==> config.mk <==
export PLATFORM = sky130hd
export DESIGN_NAME = vga_timing_decoder_flat
export DESIGN_NICKNAME = d
export VERILOG_FILES = /design/src/rtl/vga_timing_decoder_if.sv /design/src/rtl/vga_timing_decoder.sv /design/src/flat_wrapper.sv
export SDC_FILE = /design/constraint.sdc
export NUM_CORES = 1
export LEC_CHECK = 0
export BUFFER_PORTS_ARGS = -buffer_cell sky130_fd_sc_hd__buf_2
export CAP_MARGIN = 20
export CORE_MARGIN = 5
export CORE_UTILIZATION = 33
export DETAILED_ROUTE_END_ITERATION = 16
export PLACE_DENSITY = 0.52
export SLEW_MARGIN = 10
export SYNTH_ARGS = -nofsm -noshare
export SYNTH_HDL_FRONTEND = slang
export SYNTH_SLANG_ARGS = --single-unit
==> constraint.sdc <==
create_clock -name Clk -period 3.9 [get_ports Clk]
set_input_delay 0.39 -clock Clk [delete_from_list [all_inputs] [get_ports Clk]]
set_output_delay 0.39 -clock Clk [all_outputs]
set_load 0.01 [all_outputs]
==> src/rtl/vga_timing_decoder_if.sv <==
// Tapped VGA timing inputs and the recovered coordinate/status outputs of the decoder.
interface vga_timing_decoder_if;
  logic       pixel_clk;
  logic       hs;
  logic       vs;
  logic       blank;
  logic       err_clr;
  logic [9:0] DrawX;
  logic [9:0] DrawY;
  logic       pix_valid;
  logic       frame_start;
  logic [9:0] line_len;
  logic [9:0] frame_lines;
  logic       h_err;
  logic       v_err;
  logic       locked;

  modport master (
    output pixel_clk, hs, vs, blank, err_clr,
    input  DrawX, DrawY, pix_valid, frame_start, line_len, frame_lines, h_err, v_err, locked
  );

  modport slave (
    input  pixel_clk, hs, vs, blank, err_clr,
    output DrawX, DrawY, pix_valid, frame_start, line_len, frame_lines, h_err, v_err, locked
  );
endinterface

==> src/rtl/vga_timing_decoder.sv <==
// Recovers pixel coordinates, frame strobes and timing-health status from a tapped VGA stream.
module vga_timing_decoder #(
  parameter int unsigned H_TOTAL     = 800,
  parameter int unsigned V_TOTAL     = 525,
  parameter int unsigned LOCK_FRAMES = 2
) (
  input logic                 Clk,
  input logic                 Reset_n,
  vga_timing_decoder_if.slave bus
);

  localparam int unsigned CW = 10;
  localparam int unsigned GW = $clog2(LOCK_FRAMES + 1);
  localparam logic [CW-1:0] CMAX = '1;

  typedef enum logic {ST_UNLOCKED, ST_LOCKED} state_t;

  state_t          state, state_n;
  logic [GW-1:0]   gcnt, gcnt_n;
  logic            pixel_clk_q, hs_q, vs_q;
  logic            first_line, first_frame, frame_bad, line_act;
  logic [CW-1:0]   hcnt, vcnt, xact, yact;
  logic            pstb, hfall, vfall, h_mis, v_meas, v_mis, frame_good;
  logic [CW-1:0]   vcnt_inc;

  // Strobe, edge detection and per-event mismatch decode
  always_comb begin
    pstb       = bus.pixel_clk & ~pixel_clk_q;
    hfall      = pstb & hs_q & ~bus.hs;
    vfall      = pstb & vs_q & ~bus.vs;
    h_mis      = hfall & ~first_line & (hcnt != CW'(H_TOTAL));
    vcnt_inc   = (hfall && vcnt != CMAX) ? vcnt + CW'(1) : vcnt;
    v_meas     = vfall & ~first_frame;
    v_mis      = v_meas & (vcnt_inc != CW'(V_TOTAL));
    frame_good = v_meas & ~v_mis & ~frame_bad & ~h_mis;
  end

  // Lock state machine: next state and good-frame count
  always_comb begin
    state_n = state;
    gcnt_n  = gcnt;
    if (v_meas) begin
      if (frame_good) begin
        if (gcnt != GW'(LOCK_FRAMES)) gcnt_n = gcnt + GW'(1);
        if (gcnt_n == GW'(LOCK_FRAMES)) state_n = ST_LOCKED;
      end else begin
        gcnt_n  = '0;
        state_n = ST_UNLOCKED;
      end
    end
    if (h_mis) state_n = ST_UNLOCKED;
  end

  always_ff @(posedge Clk or negedge Reset_n) begin
    if (!Reset_n) begin
      state      <= ST_UNLOCKED;
      gcnt       <= '0;
      bus.locked <= 1'b0;
    end else begin
      state      <= state_n;
      gcnt       <= gcnt_n;
      bus.locked <= (state_n == ST_LOCKED);
    end
  end

  // Sticky error flags; a new mismatch beats a simultaneous clear
  always_ff @(posedge Clk or negedge Reset_n) begin
    if (!Reset_n) begin
      bus.h_err <= 1'b0;
      bus.v_err <= 1'b0;
    end else begin
      if (h_mis)            bus.h_err <= 1'b1;
      else if (bus.err_clr) bus.h_err <= 1'b0;
      if (v_mis)            bus.v_err <= 1'b1;
      else if (bus.err_clr) bus.v_err <= 1'b0;
    end
  end

  // Line/frame measurement and coordinate tracking, advanced only on pixel strobes
  always_ff @(posedge Clk or negedge Reset_n) begin
    if (!Reset_n) begin
      pixel_clk_q     <= 1'b0;
      hs_q            <= 1'b0;
      vs_q            <= 1'b0;
      first_line      <= 1'b1;
      first_frame     <= 1'b1;
      frame_bad       <= 1'b0;
      line_act        <= 1'b0;
      hcnt            <= '0;
      vcnt            <= '0;
      xact            <= '0;
      yact            <= '0;
      bus.DrawX       <= '0;
      bus.DrawY       <= '0;
      bus.pix_valid   <= 1'b0;
      bus.frame_start <= 1'b0;
      bus.line_len    <= '0;
      bus.frame_lines <= '0;
    end else begin
      pixel_clk_q     <= bus.pixel_clk;
      bus.pix_valid   <= pstb & bus.blank;
      bus.frame_start <= vfall;
      if (pstb) begin
        hs_q <= bus.hs;
        vs_q <= bus.vs;

        if (hfall) begin
          hcnt       <= CW'(1);
          first_line <= 1'b0;
          if (!first_line) bus.line_len <= hcnt;
        end else if (hcnt != CMAX) begin
          hcnt <= hcnt + CW'(1);
        end

        if (bus.blank) begin
          bus.DrawX <= xact;
          bus.DrawY <= yact;
        end
        if (hfall)                          xact <= '0;
        else if (bus.blank && xact != CMAX) xact <= xact + CW'(1);

        // Row advances only past lines that carried active video
        if (vfall) begin
          yact     <= '0;
          line_act <= 1'b0;
        end else if (hfall) begin
          if (line_act && yact != CMAX) yact <= yact + CW'(1);
          line_act <= 1'b0;
        end else if (bus.blank) begin
          line_act <= 1'b1;
        end

        if (vfall) begin
          vcnt        <= '0;
          first_frame <= 1'b0;
          frame_bad   <= 1'b0;
          if (!first_frame) bus.frame_lines <= vcnt_inc;
        end else begin
          vcnt <= vcnt_inc;
          if (h_mis) frame_bad <= 1'b1;
        end
      end
    end
  end

endmodule

==> src/flat_wrapper.sv <==
// flat-port wrapper written by rule: the top's interface ports become plain ports
module vga_timing_decoder_flat 
#(
  parameter int unsigned H_TOTAL     = 800,
  parameter int unsigned V_TOTAL     = 525,
  parameter int unsigned LOCK_FRAMES = 2
)
  (Clk, Reset_n, bus_pixel_clk, bus_hs, bus_vs, bus_blank, bus_err_clr, bus_DrawX, bus_DrawY, bus_pix_valid, bus_frame_start, bus_line_len, bus_frame_lines, bus_h_err, bus_v_err, bus_locked);
  vga_timing_decoder_if bus_i ();
  input logic Clk;
  input logic Reset_n;
  input wire logic [$bits(bus_i.pixel_clk)-1:0] bus_pixel_clk;
  input wire logic [$bits(bus_i.hs)-1:0] bus_hs;
  input wire logic [$bits(bus_i.vs)-1:0] bus_vs;
  input wire logic [$bits(bus_i.blank)-1:0] bus_blank;
  input wire logic [$bits(bus_i.err_clr)-1:0] bus_err_clr;
  output wire logic [$bits(bus_i.DrawX)-1:0] bus_DrawX;
  output wire logic [$bits(bus_i.DrawY)-1:0] bus_DrawY;
  output wire logic [$bits(bus_i.pix_valid)-1:0] bus_pix_valid;
  output wire logic [$bits(bus_i.frame_start)-1:0] bus_frame_start;
  output wire logic [$bits(bus_i.line_len)-1:0] bus_line_len;
  output wire logic [$bits(bus_i.frame_lines)-1:0] bus_frame_lines;
  output wire logic [$bits(bus_i.h_err)-1:0] bus_h_err;
  output wire logic [$bits(bus_i.v_err)-1:0] bus_v_err;
  output wire logic [$bits(bus_i.locked)-1:0] bus_locked;
  assign bus_i.pixel_clk = bus_pixel_clk;
  assign bus_i.hs = bus_hs;
  assign bus_i.vs = bus_vs;
  assign bus_i.blank = bus_blank;
  assign bus_i.err_clr = bus_err_clr;
  assign bus_DrawX = bus_i.DrawX;
  assign bus_DrawY = bus_i.DrawY;
  assign bus_pix_valid = bus_i.pix_valid;
  assign bus_frame_start = bus_i.frame_start;
  assign bus_line_len = bus_i.line_len;
  assign bus_frame_lines = bus_i.frame_lines;
  assign bus_h_err = bus_i.h_err;
  assign bus_v_err = bus_i.v_err;
  assign bus_locked = bus_i.locked;
  vga_timing_decoder #(.H_TOTAL(H_TOTAL), .V_TOTAL(V_TOTAL), .LOCK_FRAMES(LOCK_FRAMES)) u_core (.Clk(Clk), .Reset_n(Reset_n), .bus(bus_i));
endmodule
==> metrics.yaml <==
synth_ff_type: "dfrtp_1"
comb_power_share_pct: 12.9
ir_worst_vdd_mv: 0.194
antenna_found_initial: 0
max_freq_mhz: 410
cts_tree: "built"
maxCapViolCount: 0
drt_iter0_markers: 147
muxShareOfSynthArea_pct: 5.19
cts_buffers: 9
synth_compound_area_share_pct: 7.61
postSynth.asyncResetShare_pct: 100
p_clk_share_pct: 39.6
die_w_um: 123
fp-row-count: 41
final.setup.tns_ns: 0
yosysTopAreaCell: "dfrtp_1"
start_util_pct: 33.6
cp-start-kind: "flip-flop"
synth_top_family_by_area: "simple AND/OR/NAND/NOR gates"
leakagePower_nw: 2.49
core_area_sq_mm: 0.0126
grt_pass1_wl_um: 15200
pwr-share-seq_pct: 47.5
ys_ff_latch: 94
syn_area_per_cell_sq_um: 10.3
p_int_mw: 1.87
critPathMaxFanout: 23
synth-simple-area-share_pct: 21.2
ys_seq_area_share_pct: 55.5
final.period_utilization_pct: 62.5
p_sw_uw: 678
r2r_cells: 7
htree_levels: 3
synth_edf_count: 0
status: "completed"
synth_most_common_cell: "dfrtp_1"
cts.clk_slew.worst_paths_ns: 0.07
grt_use_total_pct: 12.9
power_density_mw_per_mm2: 507
r2r_setup_slack_ns: 1.46
post-route-util_pct: 39.8
grt_start_max_net_pins: 73
gr-total-overflow: 0
via_count: 3020
rr_endpoint: "u_core.xact[7]$_DFFE_PN0P_"
n_antenna_cell: 0
cts_buffer_depth: 2
clockRootBuffer: "clkbuf_16"
syn_nets: 424
hold-worst-slack_ns: 0.160
worst_pin_slew_ns: 0.924
synthTopCellsByCount: "dfrtp_1, nand2_1, nor2_1"
synth_cells: 411
wl_per_cell_um: 13.8
synthTopCellsByArea: "dfrtp_1, nand2_1, mux2_2, xor2_1, nor2_1"
path_class: "flip-flop to flip-flop"
syn2layout_area_growth_pct: 18.4
die_h_um: 123
hold_viol_final: 0
ios: 52
cts-hold-fix-buffers: 0
drcViolationCount: 0
place.gp.congestion: 0.826
finalPower_mw: 2.55
finalCriticalPeriod_ns: 2.44
finalNetCount: 475
startpoint: "u_core.pixel_clk_q$_DFF_PN0_"
first_global_vias: 3056
arrival_ns: 2.71
avgViaCountPerCell: 4.73
die_area_sq_mm: 0.0152
io_buffers: 51
rsz0062_at_grt: "no"
clock_sinks: 94
slew-limit-headroom_pct: 38.4
holdCritPathClass: "primary input to asynchronous set/reset pin"
synthesis.area_sq_mm: 0.00424
fin_skew_ns: 0.00710
clk_latency_ns: 0.34
cts_setup_buffers: 0
ys_types: 54
firstDrtPassIters: 4
synthXorXnorAreaFrac_pct: 5.78
antenna_left: 0
setup_viol: 0
worstSetupEndpointType: "flip-flop"
drive_above_1_share_pct: 22.1
r2r-start: "u_core.pixel_clk_q$_DFF_PN0_"
dpl.hpwl_um: 6080
maxSlewViolCount: 0
synth_top_area_share_pct: 54.3
synth_fa_ha_area_share_pct: 1.77
finalWirelength_um: 8810
cts_resized: 0
critical_path_required_ns: 4.17
synth-warning-count: 0
swShare_pct: 26.6
crit_path_end: "u_core.xact[7]$_DFFE_PN0P_"
power groups by stage:
| stage | Combinational (mW) | Sequential [mW] | Clock [mW] |
|---|---|---|---|
| 6_report | 0.328 | 1.21 | 1.01 |
| 5_1_grt | 0.377 | 1.23 | 1.10 |
| 4_1_cts | 0.338 | 1.21 | 1.04 |
| 3_5_place_dp | 0.336 | 1.23 | 0 |
| 3_3_place_gp | 0.333 | 1.23 | 0 |
| 2_1_floorplan | 0.192 | 1.22 | 0 |
worst min path at each step:
stage / from / endpoint / slack (ns)
2_1_floorplan: Reset_n / u_core.bus.DrawX[0]$_DFFE_PN0P_ / 0.09
3_3_place_gp: u_core.bus.frame_lines[6]$_DFFE_PN0P_ / u_core.bus.frame_lines[6]$_DFFE_PN0P_ / 0.46
3_5_place_dp: u_core.bus.DrawX[1]$_DFFE_PN0P_ / u_core.bus.DrawX[1]$_DFFE_PN0P_ / 0.46
4_1_cts: bus_pixel_clk / u_core.pixel_clk_q$_DFF_PN0_ / 0.17
5_1_grt: bus_pixel_clk / u_core.pixel_clk_q$_DFF_PN0_ / 0.16
6_report: Reset_n / u_core.bus.frame_lines[1]$_DFFE_PN0P_ / 0.16
cell type report:
cell class | instances | area [sq um]
sequential | 94 | 2350
tap | 172 | 215
timing repair buffer | 55 | 288
clock inverter | 7 | 120
multi-input combinational | 287 | 1760
fill | 1278 | 7600
inverter | 15 | 56.3
clock buffer | 9 | 225
per-stage QoR:
| stage | setup slack [ns] | instances | instance area (sq um) |
|---|---|---|---|
| 4_1_cts | 1.42 | 639 | 5020 |
| 5_1_grt | 1.21 | 639 | 5020 |
| 3_5_place_dp | 1.33 | 623 | 4680 |
| 3_3_place_gp | 1.39 | 623 | 4680 |
| 6_report | 1.46 | 639 | 5020 |
| 2_1_floorplan | 1.99 | 411 | 4240 |
routing by layer:
metal,global-route usage [%],up-vias,wire length (um)
li1,-,1490,-
met1,17.1,1478,4130
met2,19.6,46,4270
met3,4.39,6,330
met4,4.98,0,81
met5,0,-,0
cell families after synthesis:
logic type / count (synthesis)
compound gates: 48
xor+xnor: 28
fa+ha+maj: 6
buf+inv: 30
flops: 94
mux: 20
simple gates: 185
sequential cells by signal, indices dropped and copies added (netlist names), 2 cells and up:
register                cells
u_core.bus.DrawX           10
u_core.bus.DrawY           10
u_core.bus.frame_lines     10
u_core.bus.line_len        10
u_core.hcnt                10
u_core.vcnt                10
u_core.xact                10
u_core.yact                10
u_core.gcnt                 2
layout by cell type, fill, tap and decap left out, drive strengths merged, types with 3 or more instances in the layout:
cell and count:
buf 55, a21oi 12, nor3 6, and2 4, bufinv 3, nand2 72
and3 8, xor2 19, or3 8, dfrtp 92, ha 6, mux2i 4
nor2 43, xnor2 9, clkbuf 9, mux2 16, nand3 20, inv 16
o21a 3, o21ai 18, nand4 9
worst max-delay path, stage by stage, from the launching register on:
cell,delay [ns]
dfrtp_1,0.38
and2b_1,0.31
nand2_2,0.31
inv_2,0.35
o21a_2,0.27
o2111ai_2,0.20
or3_1,0.37
a21oi_1,0.15
Power figures use the tool's default switching activity.
